--- config.mk ---
export PLATFORM = sky130hd
export DESIGN_NAME = io_controller_flat
export DESIGN_NICKNAME = d
export VERILOG_FILES = /design/src/rtl/io_controller_pkg.sv /design/src/rtl/io_controller_if.sv /design/src/rtl/io_sync_fifo.sv /design/src/rtl/io_controller.sv /design/src/flat_wrapper.sv
export SDC_FILE = /design/constraint.sdc
export NUM_CORES = 1
export LEC_CHECK = 0
export CELL_PAD_IN_SITES_DETAIL_PLACEMENT = 0
export CELL_PAD_IN_SITES_GLOBAL_PLACEMENT = 1
export CORE_MARGIN = 5
export CORE_UTILIZATION = 41
export CTS_CLUSTER_DIAMETER = 30
export DETAILED_ROUTE_END_ITERATION = 8
export MAX_ROUTING_LAYER = met4
export PLACE_DENSITY = 0.87
export SYNTH_ARGS = -nofsm -noshare
export SYNTH_HDL_FRONTEND = slang
export SYNTH_SLANG_ARGS = --single-unit
--- constraint.sdc ---
create_clock -name clock -period 3.35 [get_ports clock]
set_input_delay 0.67 -clock clock [delete_from_list [all_inputs] [get_ports clock]]
set_output_delay 0.67 -clock clock [all_outputs]
set_load 0.05 [all_outputs]
--- src/rtl/io_controller_pkg.sv ---
// Shared constants for the io_controller: I/O address map, STATUS bit layout, TX FSM states.
package io_controller_pkg;

    localparam int unsigned IO_ADDR_W  = 16;
    localparam int unsigned BYTE_W     = 8;
    localparam int unsigned LED_W      = 16;
    localparam int unsigned LEDSET_N_W = 9;
    localparam int unsigned ST_W       = 5;

    localparam logic [IO_ADDR_W-1:0] IO_UART_DATA   = 16'h0000;
    localparam logic [IO_ADDR_W-1:0] IO_UART_STATUS = 16'h0002;
    localparam logic [IO_ADDR_W-1:0] IO_LED         = 16'h0004;
    localparam logic [IO_ADDR_W-1:0] IO_LEDSET      = 16'h0006;

    localparam int unsigned ST_TX_FULL     = 0;
    localparam int unsigned ST_RX_NONEMPTY = 1;
    localparam int unsigned ST_TX_IDLE     = 2;
    localparam int unsigned ST_RX_OVERFLOW = 3;
    localparam int unsigned ST_TX_DROP     = 4;

    typedef enum logic [1:0] {
        TX_IDLE      = 2'd0,
        TX_WAIT_BUSY = 2'd1,
        TX_WAIT_DONE = 2'd2
    } tx_state_e;

endpackage

--- src/rtl/io_controller_if.sv ---
// Core I/O port plus UART/LED side signals of the io_controller.
interface io_controller_if #(
    parameter int unsigned WIDTH  = 32,
    parameter int unsigned ADDR_W = 16
);
    logic              io_write_enable;
    logic              io_read_enable;
    logic [ADDR_W-1:0] memory_address;
    logic [WIDTH-1:0]  data_out;
    logic [WIDTH-1:0]  io_data_in;
    logic              uart_wr;
    logic [7:0]        uart_tx_data;
    logic              uart_busy;
    logic              uart_rd;
    logic              uart_valid;
    logic [7:0]        uart_rx_data;
    logic [15:0]       leds;

    // Environment side: core and UART
    modport master (
        output io_write_enable, io_read_enable, memory_address, data_out,
        output uart_busy, uart_valid, uart_rx_data,
        input  io_data_in, uart_wr, uart_tx_data, uart_rd, leds
    );

    // Controller side
    modport slave (
        input  io_write_enable, io_read_enable, memory_address, data_out,
        input  uart_busy, uart_valid, uart_rx_data,
        output io_data_in, uart_wr, uart_tx_data, uart_rd, leds
    );
endinterface

--- src/rtl/io_sync_fifo.sv ---
// Synchronous FIFO, power-of-two depth; push at full and pop at empty are ignored.
module io_sync_fifo #(
    parameter int unsigned DEPTH  = 8,
    parameter int unsigned DATA_W = 8
) (
    input  logic                     clk,
    input  logic                     rst_n,
    input  logic                     push_i,
    input  logic                     pop_i,
    input  logic [DATA_W-1:0]        data_i,
    output logic [DATA_W-1:0]        head_o,
    output logic                     full_o,
    output logic                     empty_o,
    output logic [$clog2(DEPTH):0]   count_o
);
    localparam int unsigned PTR_W = $clog2(DEPTH);
    localparam int unsigned CNT_W = PTR_W + 1;

    logic [DATA_W-1:0] mem_q [DEPTH];
    logic [PTR_W-1:0]  wr_ptr_q, wr_ptr_d, rd_ptr_q, rd_ptr_d;
    logic [CNT_W-1:0]  count_q, count_d;
    logic              wr_en, rd_en;

    assign full_o  = (count_q == CNT_W'(DEPTH));
    assign empty_o = (count_q == '0);
    assign count_o = count_q;
    assign head_o  = mem_q[rd_ptr_q];

    // Pointer and occupancy update; pointers wrap naturally at power-of-two depth
    always_comb begin
        wr_en    = push_i & ~full_o;
        rd_en    = pop_i & ~empty_o;
        wr_ptr_d = wr_ptr_q;
        rd_ptr_d = rd_ptr_q;
        count_d  = count_q;
        if (wr_en) wr_ptr_d = wr_ptr_q + PTR_W'(1);
        if (rd_en) rd_ptr_d = rd_ptr_q + PTR_W'(1);
        if (wr_en && !rd_en) count_d = count_q + CNT_W'(1);
        if (rd_en && !wr_en) count_d = count_q - CNT_W'(1);
    end

    // Storage and pointer registers
    always_ff @(posedge clk or negedge rst_n) begin
        if (!rst_n) begin
            wr_ptr_q <= '0;
            rd_ptr_q <= '0;
            count_q  <= '0;
            for (int i = 0; i < int'(DEPTH); i++) mem_q[i] <= '0;
        end else begin
            wr_ptr_q <= wr_ptr_d;
            rd_ptr_q <= rd_ptr_d;
            count_q  <= count_d;
            if (wr_en) mem_q[wr_ptr_q] <= data_i;
        end
    end
endmodule

--- src/rtl/io_controller.sv ---
// Memory-mapped I/O controller: UART TX/RX buffering and LED register for the j2 core.
module io_controller
    import io_controller_pkg::*;
#(
    parameter int unsigned WIDTH    = 32,
    parameter int unsigned ADDR_W   = 16,
    parameter int unsigned TX_DEPTH = 8,
    parameter int unsigned RX_DEPTH = 8
) (
    input  logic           clock,
    input  logic           active_low_reset,
    io_controller_if.slave bus
);
    localparam int unsigned TX_CNT_W = $clog2(TX_DEPTH) + 1;
    localparam int unsigned RX_CNT_W = $clog2(RX_DEPTH) + 1;

    logic                  wr_c, rd_c;
    logic                  sel_data_c, sel_status_c, sel_led_c, sel_ledset_c;
    logic                  tx_push_c, tx_pop_c, rx_push_c, rx_pop_c;
    logic [BYTE_W-1:0]     tx_head, rx_head;
    logic                  tx_full, tx_empty, rx_full, rx_empty;
    logic [TX_CNT_W-1:0]   tx_count;
    logic [RX_CNT_W-1:0]   rx_count;
    logic [ST_W-1:0]       status_c;
    logic [LEDSET_N_W-1:0] ledset_n_c;
    logic [WIDTH-1:0]      rdata_c;
    logic                  unused_data;

    tx_state_e         state_q, state_d;
    logic              wait_q, wait_d;
    logic              uart_wr_q, uart_wr_d;
    logic [BYTE_W-1:0] tx_data_q, tx_data_d;
    logic              uart_rd_q, uart_rd_d;
    logic [LED_W-1:0]  leds_q, leds_d;
    logic              tx_drop_q, tx_drop_d;
    logic              rx_ovf_q, rx_ovf_d;

    // Address decode; a write wins over a simultaneous read
    assign wr_c         = bus.io_write_enable;
    assign rd_c         = bus.io_read_enable & ~bus.io_write_enable;
    assign sel_data_c   = (bus.memory_address == ADDR_W'(IO_UART_DATA));
    assign sel_status_c = (bus.memory_address == ADDR_W'(IO_UART_STATUS));
    assign sel_led_c    = (bus.memory_address == ADDR_W'(IO_LED));
    assign sel_ledset_c = (bus.memory_address == ADDR_W'(IO_LEDSET));
    assign ledset_n_c   = bus.data_out[LEDSET_N_W-1:0];
    assign unused_data  = ^bus.data_out[WIDTH-1:LED_W];

    assign tx_push_c = wr_c & sel_data_c;
    assign rx_pop_c  = rd_c & sel_data_c;
    assign rx_push_c = bus.uart_valid & ~uart_rd_q;

    io_sync_fifo #(.DEPTH(TX_DEPTH), .DATA_W(BYTE_W)) u_tx_fifo (
        .clk     (clock),
        .rst_n   (active_low_reset),
        .push_i  (tx_push_c),
        .pop_i   (tx_pop_c),
        .data_i  (bus.data_out[BYTE_W-1:0]),
        .head_o  (tx_head),
        .full_o  (tx_full),
        .empty_o (tx_empty),
        .count_o (tx_count)
    );

    io_sync_fifo #(.DEPTH(RX_DEPTH), .DATA_W(BYTE_W)) u_rx_fifo (
        .clk     (clock),
        .rst_n   (active_low_reset),
        .push_i  (rx_push_c),
        .pop_i   (rx_pop_c),
        .data_i  (bus.uart_rx_data),
        .head_o  (rx_head),
        .full_o  (rx_full),
        .empty_o (rx_empty),
        .count_o (rx_count)
    );

    // TX scheduler next state, RX drain pulse, LED and sticky flag updates
    always_comb begin
        state_d   = state_q;
        wait_d    = wait_q;
        uart_wr_d = 1'b0;
        tx_data_d = tx_data_q;
        tx_pop_c  = 1'b0;
        uart_rd_d = rx_push_c;
        leds_d    = leds_q;
        tx_drop_d = tx_drop_q;
        rx_ovf_d  = rx_ovf_q;

        unique case (state_q)
            TX_IDLE: begin
                if (!tx_empty && !bus.uart_busy) begin
                    uart_wr_d = 1'b1;
                    tx_data_d = tx_head;
                    tx_pop_c  = 1'b1;
                    wait_d    = 1'b0;
                    state_d   = TX_WAIT_BUSY;
                end
            end
            TX_WAIT_BUSY: begin
                if (bus.uart_busy)   state_d = TX_WAIT_DONE;
                else if (wait_q)     state_d = TX_IDLE;
                else                 wait_d  = 1'b1;
            end
            TX_WAIT_DONE: begin
                if (!bus.uart_busy)  state_d = TX_IDLE;
            end
            default: state_d = TX_IDLE;
        endcase

        if (wr_c && sel_led_c) begin
            leds_d = bus.data_out[LED_W-1:0];
        end else if (wr_c && sel_ledset_c) begin
            if (ledset_n_c == '0)
                leds_d = '0;
            else if (ledset_n_c <= LEDSET_N_W'(LED_W))
                leds_d[4'(ledset_n_c - LEDSET_N_W'(1))] = 1'b1;
        end

        // Clear by write, but a new drop/overflow in the same cycle wins
        if (wr_c && sel_status_c && bus.data_out[ST_TX_DROP])     tx_drop_d = 1'b0;
        if (wr_c && sel_status_c && bus.data_out[ST_RX_OVERFLOW]) rx_ovf_d  = 1'b0;
        if (tx_push_c && tx_full) tx_drop_d = 1'b1;
        if (rx_push_c && rx_full) rx_ovf_d  = 1'b1;
    end

    // Controller state registers
    always_ff @(posedge clock or negedge active_low_reset) begin
        if (!active_low_reset) begin
            state_q   <= TX_IDLE;
            wait_q    <= 1'b0;
            uart_wr_q <= 1'b0;
            tx_data_q <= '0;
            uart_rd_q <= 1'b0;
            leds_q    <= '0;
            tx_drop_q <= 1'b0;
            rx_ovf_q  <= 1'b0;
        end else begin
            state_q   <= state_d;
            wait_q    <= wait_d;
            uart_wr_q <= uart_wr_d;
            tx_data_q <= tx_data_d;
            uart_rd_q <= uart_rd_d;
            leds_q    <= leds_d;
            tx_drop_q <= tx_drop_d;
            rx_ovf_q  <= rx_ovf_d;
        end
    end

    // Combinational read mux; forced to zero while reset is held
    always_comb begin
        status_c                 = '0;
        status_c[ST_TX_FULL]     = tx_full;
        status_c[ST_RX_NONEMPTY] = ~rx_empty;
        status_c[ST_TX_IDLE]     = (tx_count == '0) & (state_q == TX_IDLE) & ~bus.uart_busy;
        status_c[ST_RX_OVERFLOW] = rx_ovf_q;
        status_c[ST_TX_DROP]     = tx_drop_q;

        rdata_c = '0;
        if (sel_data_c && (rx_count != '0)) rdata_c = WIDTH'(rx_head);
        else if (sel_status_c)              rdata_c = WIDTH'(status_c);
        else if (sel_led_c)                 rdata_c = WIDTH'(leds_q);
    end

    assign bus.io_data_in   = active_low_reset ? rdata_c : '0;
    assign bus.uart_wr      = uart_wr_q;
    assign bus.uart_tx_data = tx_data_q;
    assign bus.uart_rd      = uart_rd_q;
    assign bus.leds         = leds_q;
endmodule

--- src/flat_wrapper.sv ---
// flat-port wrapper written by rule: the top's interface ports become plain ports
module io_controller_flat import io_controller_pkg::*;
#(
    parameter int unsigned WIDTH    = 32,
    parameter int unsigned ADDR_W   = 16,
    parameter int unsigned TX_DEPTH = 8,
    parameter int unsigned RX_DEPTH = 8
)
  (clock, active_low_reset, bus_io_write_enable, bus_io_read_enable, bus_memory_address, bus_data_out, bus_uart_busy, bus_uart_valid, bus_uart_rx_data, bus_io_data_in, bus_uart_wr, bus_uart_tx_data, bus_uart_rd, bus_leds);
  io_controller_if #(.WIDTH(WIDTH), .ADDR_W(ADDR_W)) bus_i ();
  input  logic clock;
  input  logic active_low_reset;
  input wire logic [$bits(bus_i.io_write_enable)-1:0] bus_io_write_enable;
  input wire logic [$bits(bus_i.io_read_enable)-1:0] bus_io_read_enable;
  input wire logic [$bits(bus_i.memory_address)-1:0] bus_memory_address;
  input wire logic [$bits(bus_i.data_out)-1:0] bus_data_out;
  input wire logic [$bits(bus_i.uart_busy)-1:0] bus_uart_busy;
  input wire logic [$bits(bus_i.uart_valid)-1:0] bus_uart_valid;
  input wire logic [$bits(bus_i.uart_rx_data)-1:0] bus_uart_rx_data;
  output wire logic [$bits(bus_i.io_data_in)-1:0] bus_io_data_in;
  output wire logic [$bits(bus_i.uart_wr)-1:0] bus_uart_wr;
  output wire logic [$bits(bus_i.uart_tx_data)-1:0] bus_uart_tx_data;
  output wire logic [$bits(bus_i.uart_rd)-1:0] bus_uart_rd;
  output wire logic [$bits(bus_i.leds)-1:0] bus_leds;
  assign bus_i.io_write_enable = bus_io_write_enable;
  assign bus_i.io_read_enable = bus_io_read_enable;
  assign bus_i.memory_address = bus_memory_address;
  assign bus_i.data_out = bus_data_out;
  assign bus_i.uart_busy = bus_uart_busy;
  assign bus_i.uart_valid = bus_uart_valid;
  assign bus_i.uart_rx_data = bus_uart_rx_data;
  assign bus_io_data_in = bus_i.io_data_in;
  assign bus_uart_wr = bus_i.uart_wr;
  assign bus_uart_tx_data = bus_i.uart_tx_data;
  assign bus_uart_rd = bus_i.uart_rd;
  assign bus_leds = bus_i.leds;
  io_controller #(.WIDTH(WIDTH), .ADDR_W(ADDR_W), .TX_DEPTH(TX_DEPTH), .RX_DEPTH(RX_DEPTH)) u_core (.clock(clock), .active_low_reset(active_low_reset), .bus(bus_i));
endmodule
==> impl_metrics.env <==
export IMPL_outcome="finished, violations left"
export IMPL_violations_in_the_final_reports="setup timing"
export IMPL_cap_violations=0
export IMPL_numClockSinks=179
export IMPL_ioPinCount=120
export IMPL_htreeDepth=4
export IMPL_hold_viol=0
export IMPL_gr_total_overflow=0
export IMPL_cp_data_arrival_time_ps=2680
export IMPL_final_fill_count=1794
export IMPL_critPathMaxFanout=4
export IMPL_fraction_of_registers_with_async_set_reset_pct=100.0
export IMPL_most_common_layout_cells="sky130_fd_sc_hd__dfrtp_1 (179), sky130_fd_sc_hd__mux2_2 (122), sky130_fd_sc_hd__buf_4 (64)"
export IMPL_antenna_cells_inserted=0
export IMPL_cp_cell_sequence="clkbuf_2 -> or4_4 -> or4_4 -> buf_6 -> a21oi_1 -> a21oi_1 -> nor2b_4 -> buf_12"
export IMPL_drt_antenna_violating_nets=0
export IMPL_clk_path_buf_depth=2
export IMPL_postSynthRegisterBits=179
export IMPL_drv_slew=0
export IMPL_synthesis_area_per_instance_um2=13.22
export IMPL_synthDominantCellAreaShare_pct=51.65
export IMPL_worst_path_max_stage_delay_ps=590
export IMPL_rsz0062_at_grt="true"
export IMPL_via_count_of_the_routed_design=5667
export IMPL_wire_per_inst_um=18.78
export IMPL_die_footprint_um2=24160
export IMPL_drt_pass1_iter_count=5
export IMPL_post_drt_via_cell_ratio=5.267
export IMPL_finalSetupTns_ps=-0.1505
export IMPL_reg2reg_setup_slack_ps=700
export IMPL_postSynthCellCount=656
export IMPL_drt_iter0_drc=355
export IMPL_min_delay_path_class="in2async"
export IMPL_initial_utilization_pct=41.38
export IMPL_slew_headroom_pct=44.41
export IMPL_fin_util_pct=52.98
export IMPL_ctsHoldBuffers=0
export IMPL_p_per_area_nw_per_um2=592.3
export IMPL_cts_buffers_inserted=17
export IMPL_worst_skew_pair_late_latency_ps=440
export IMPL_grt_total_usage_pct=17.84
export IMPL_numPortBuffers=87
export IMPL_worst_slew_pin_transition_ps=833.9
export IMPL_layout_cell_area_non_filler_um2=11100
export IMPL_multiInputGateArea_um2=4150
export IMPL_rows=53
export IMPL_holdWs_ps=105.9
export IMPL_setup_viol_count_final=1
export IMPL_placer_congestion_estimate=0.7861
export IMPL_finalPower_mw=6.575
export IMPL_drc_errors=0
export IMPL_largest_net_degree_at_the_start_of_global_routing=43
export IMPL_critical_path_top_delay_family="simple AND/OR/NAND/NOR gates"
export IMPL_skew_ps=8.549
export IMPL_cp_buffers_inverters=3
export IMPL_die_w_um=155.4
export IMPL_post_place_ws_ps=-425.3
export IMPL_vdd_drop_max_mv=0.4550
export IMPL_ys_flop_type="sky130_fd_sc_hd__dfrtp_1"
export IMPL_clkSlewWorstSetupHoldPaths_ps=70
export IMPL_nets=861
export IMPL_power_leakage_nw=5.003
export IMPL_path_class="in2out"
export IMPL_grt_pass1_vias=6141
export IMPL_cts_tree="done"
export IMPL_grt_antenna_before_repair=0
export IMPL_finish_cell_count_without_fillers=1076
export IMPL_crit_path_top_delay_cell="sky130_fd_sc_hd__or4_4"
export IMPL_final_period_utilization_pct=100.0
export IMPL_final_setup_worst_slack_ps=-0.1505
export IMPL_layout_cells_most_common="sky130_fd_sc_hd__dfrtp_1"
export IMPL_critical_path_rt_ps=2680
export IMPL_worst_setup_path_start_kind="input pin"
export IMPL_post_synth_num_cell_types=57
export IMPL_final_layout_size_suffix_gt1_share_pct=40.95
export IMPL_synth_seq_area_share_pct=51.65
export IMPL_dp_cells=1040
export IMPL_cts_root_buffer_cell="sky130_fd_sc_hd__clkbuf_16"
export IMPL_crit_path_end_kind="output pin"
export IMPL_post_synth_top_area_cell="sky130_fd_sc_hd__dfrtp_1"
export IMPL_fin_crit_ps=3350
export IMPL_synth_edf_count=0
export IMPL_drt_wl_total_mm=20.20
export IMPL_coreArea_um2=20960
export IMPL_dp_final_hpwl_mm=14.52
export IMPL_post_synth_main_area_contributors="sky130_fd_sc_hd__dfrtp_1 (52%), sky130_fd_sc_hd__mux2_2 (16%), sky130_fd_sc_hd__mux4_2 (8.3%)"
export IMPL_global_route_wire_length_before_repair_mm=33.06
export IMPL_place_area_um2=10510
export IMPL_synth_warning_count=0
export IMPL_fmax_mhz=298.5
export IMPL_area_delta_synth_final_pct=28.02
export IMPL_seq_area_um2=4479
export IMPL_area_of_the_mapped_netlist_um2=8672
export IMPL_die_height_um=155.4
==> cell families (layout without fill, tap and decap cells) <==
| logic type | after synthesis | after routing | share of synthesized area, % |
|---|---|---|---|
| AOI/OAI and AO/OA | 64 | 64 | 4.848 |
| buffers and inverters | 70 | 200 | 3.766 |
| adders and majority gates | 11 | 11 | 1.674 |
| DFF | 179 | 179 | 51.65 |
| and+or+nand+nor | 129 | 129 | 8.354 |
| xor gates and xnor gates | 18 | 18 | 1.818 |
| muxes | 184 | 184 | 27.85 |
| other | 1 | 16 | 0.04324 |
==> synthesized netlist by cell type, types with 5 or more instances <==
library cell                 n
sky130_fd_sc_hd__xor2_1      8
sky130_fd_sc_hd__inv_1      13
sky130_fd_sc_hd__nand3_1     6
sky130_fd_sc_hd__nor2_1     10
sky130_fd_sc_hd__mux4_2     32
sky130_fd_sc_hd__ha_1       10
sky130_fd_sc_hd__xnor2_1    10
sky130_fd_sc_hd__buf_4      16
sky130_fd_sc_hd__dfrtp_1   179
sky130_fd_sc_hd__nor4_1      5
sky130_fd_sc_hd__a21oi_1    12
sky130_fd_sc_hd__or4_1       6
sky130_fd_sc_hd__nor2b_1     7
sky130_fd_sc_hd__mux2_1     16
sky130_fd_sc_hd__buf_1       8
sky130_fd_sc_hd__clkbuf_1   29
sky130_fd_sc_hd__mux2_2    122
sky130_fd_sc_hd__mux2i_1    14
sky130_fd_sc_hd__o21ai_0    19
sky130_fd_sc_hd__nor3_1     11
sky130_fd_sc_hd__and3_1     12
sky130_fd_sc_hd__nand2_1    42
sky130_fd_sc_hd__nand4b_1    7
==> worst paths after layout <==
check | from | end | cells after the start
max in group asynchronous | active_low_reset | u_core.bus.leds[11] | 3
setup / recovery | bus_memory_address[14] | bus_io_data_in[0] | 8
setup reg to reg | u_core.u_rx_fifo.count_o[1] | u_core.u_rx_fifo.count_o[3] | 10
min in group clock | u_core.wait_q | u_core.state_q[0] | 1
hold reg to reg | u_core.wait_q | u_core.state_q[0] | 1
hold / removal | active_low_reset | u_core.bus.uart_wr | 1
==> sequential cells by signal, indices dropped and copies added, names as in the netlist, 2 cells and up <==
signal	cells
u_core.state_q	2
u_core.u_rx_fifo.count_o	4
u_core.u_tx_fifo.mem_q	64
u_core.bus.uart_tx_data	8
u_core.u_tx_fifo.wr_ptr_q	3
u_core.u_rx_fifo.mem_q	64
u_core.u_tx_fifo.rd_ptr_q	3
u_core.bus.leds	16
u_core.u_rx_fifo.rd_ptr_q	3
u_core.u_tx_fifo.count_o	4
u_core.u_rx_fifo.wr_ptr_q	3
==> area by class of cell <==
type / instances / share of cell area [%]
flip-flops and latches: 179 / 40.35
multi-input cells: 422 / 37.38
repair buffers: 154 / 13.64
clock buffers: 17 / 3.832
well taps: 275 / 3.099
clock inverters: 15 / 1.228
inverters: 14 / 0.4733
==> power by group <==
group	internal, mW	total [mW]	switching (mW)	leakage, nW
Clock	0.984	1.92	0.933	0.272
Sequential	2.66	3.06	0.395	2.34
Combinational	0.926	1.60	0.677	2.39
Total	4.57	6.58	2.01	5.00
==> metal layers <==
layer / global-route usage, % / up-vias / share of wire (%)
met5: - / - / 0
met4: 4.960 / 0 / 1.5
met3: 3.616 / 27 / 3.8
met2: 30.23 / 99 / 52
met1: 21.82 / 2888 / 42
li1: - / 2653 / -
==> worst reg2reg max path, cell delays in order (launching register included) <==
cell                      delay, ps
sky130_fd_sc_hd__dfrtp_1        460
sky130_fd_sc_hd__o41ai_2        740
sky130_fd_sc_hd__nor3_4         100
sky130_fd_sc_hd__and3b_2        260
sky130_fd_sc_hd__ha_4           180
sky130_fd_sc_hd__ha_4           200
sky130_fd_sc_hd__a21o_1         150
sky130_fd_sc_hd__a21oi_2        120
sky130_fd_sc_hd__xnor2_1        120
sky130_fd_sc_hd__nor2_1          70
sky130_fd_sc_hd__xor2_1         130
==> repair_timing <==
action,in CTS,in global routing
pin swaps,8,5
setup buffers,4,0
cloned,0,0
endpoints found under the setup margin,8,8
endpoints found under the hold margin,0,0
gates resized for setup,40,6
(Power assumes the default switching activity.)
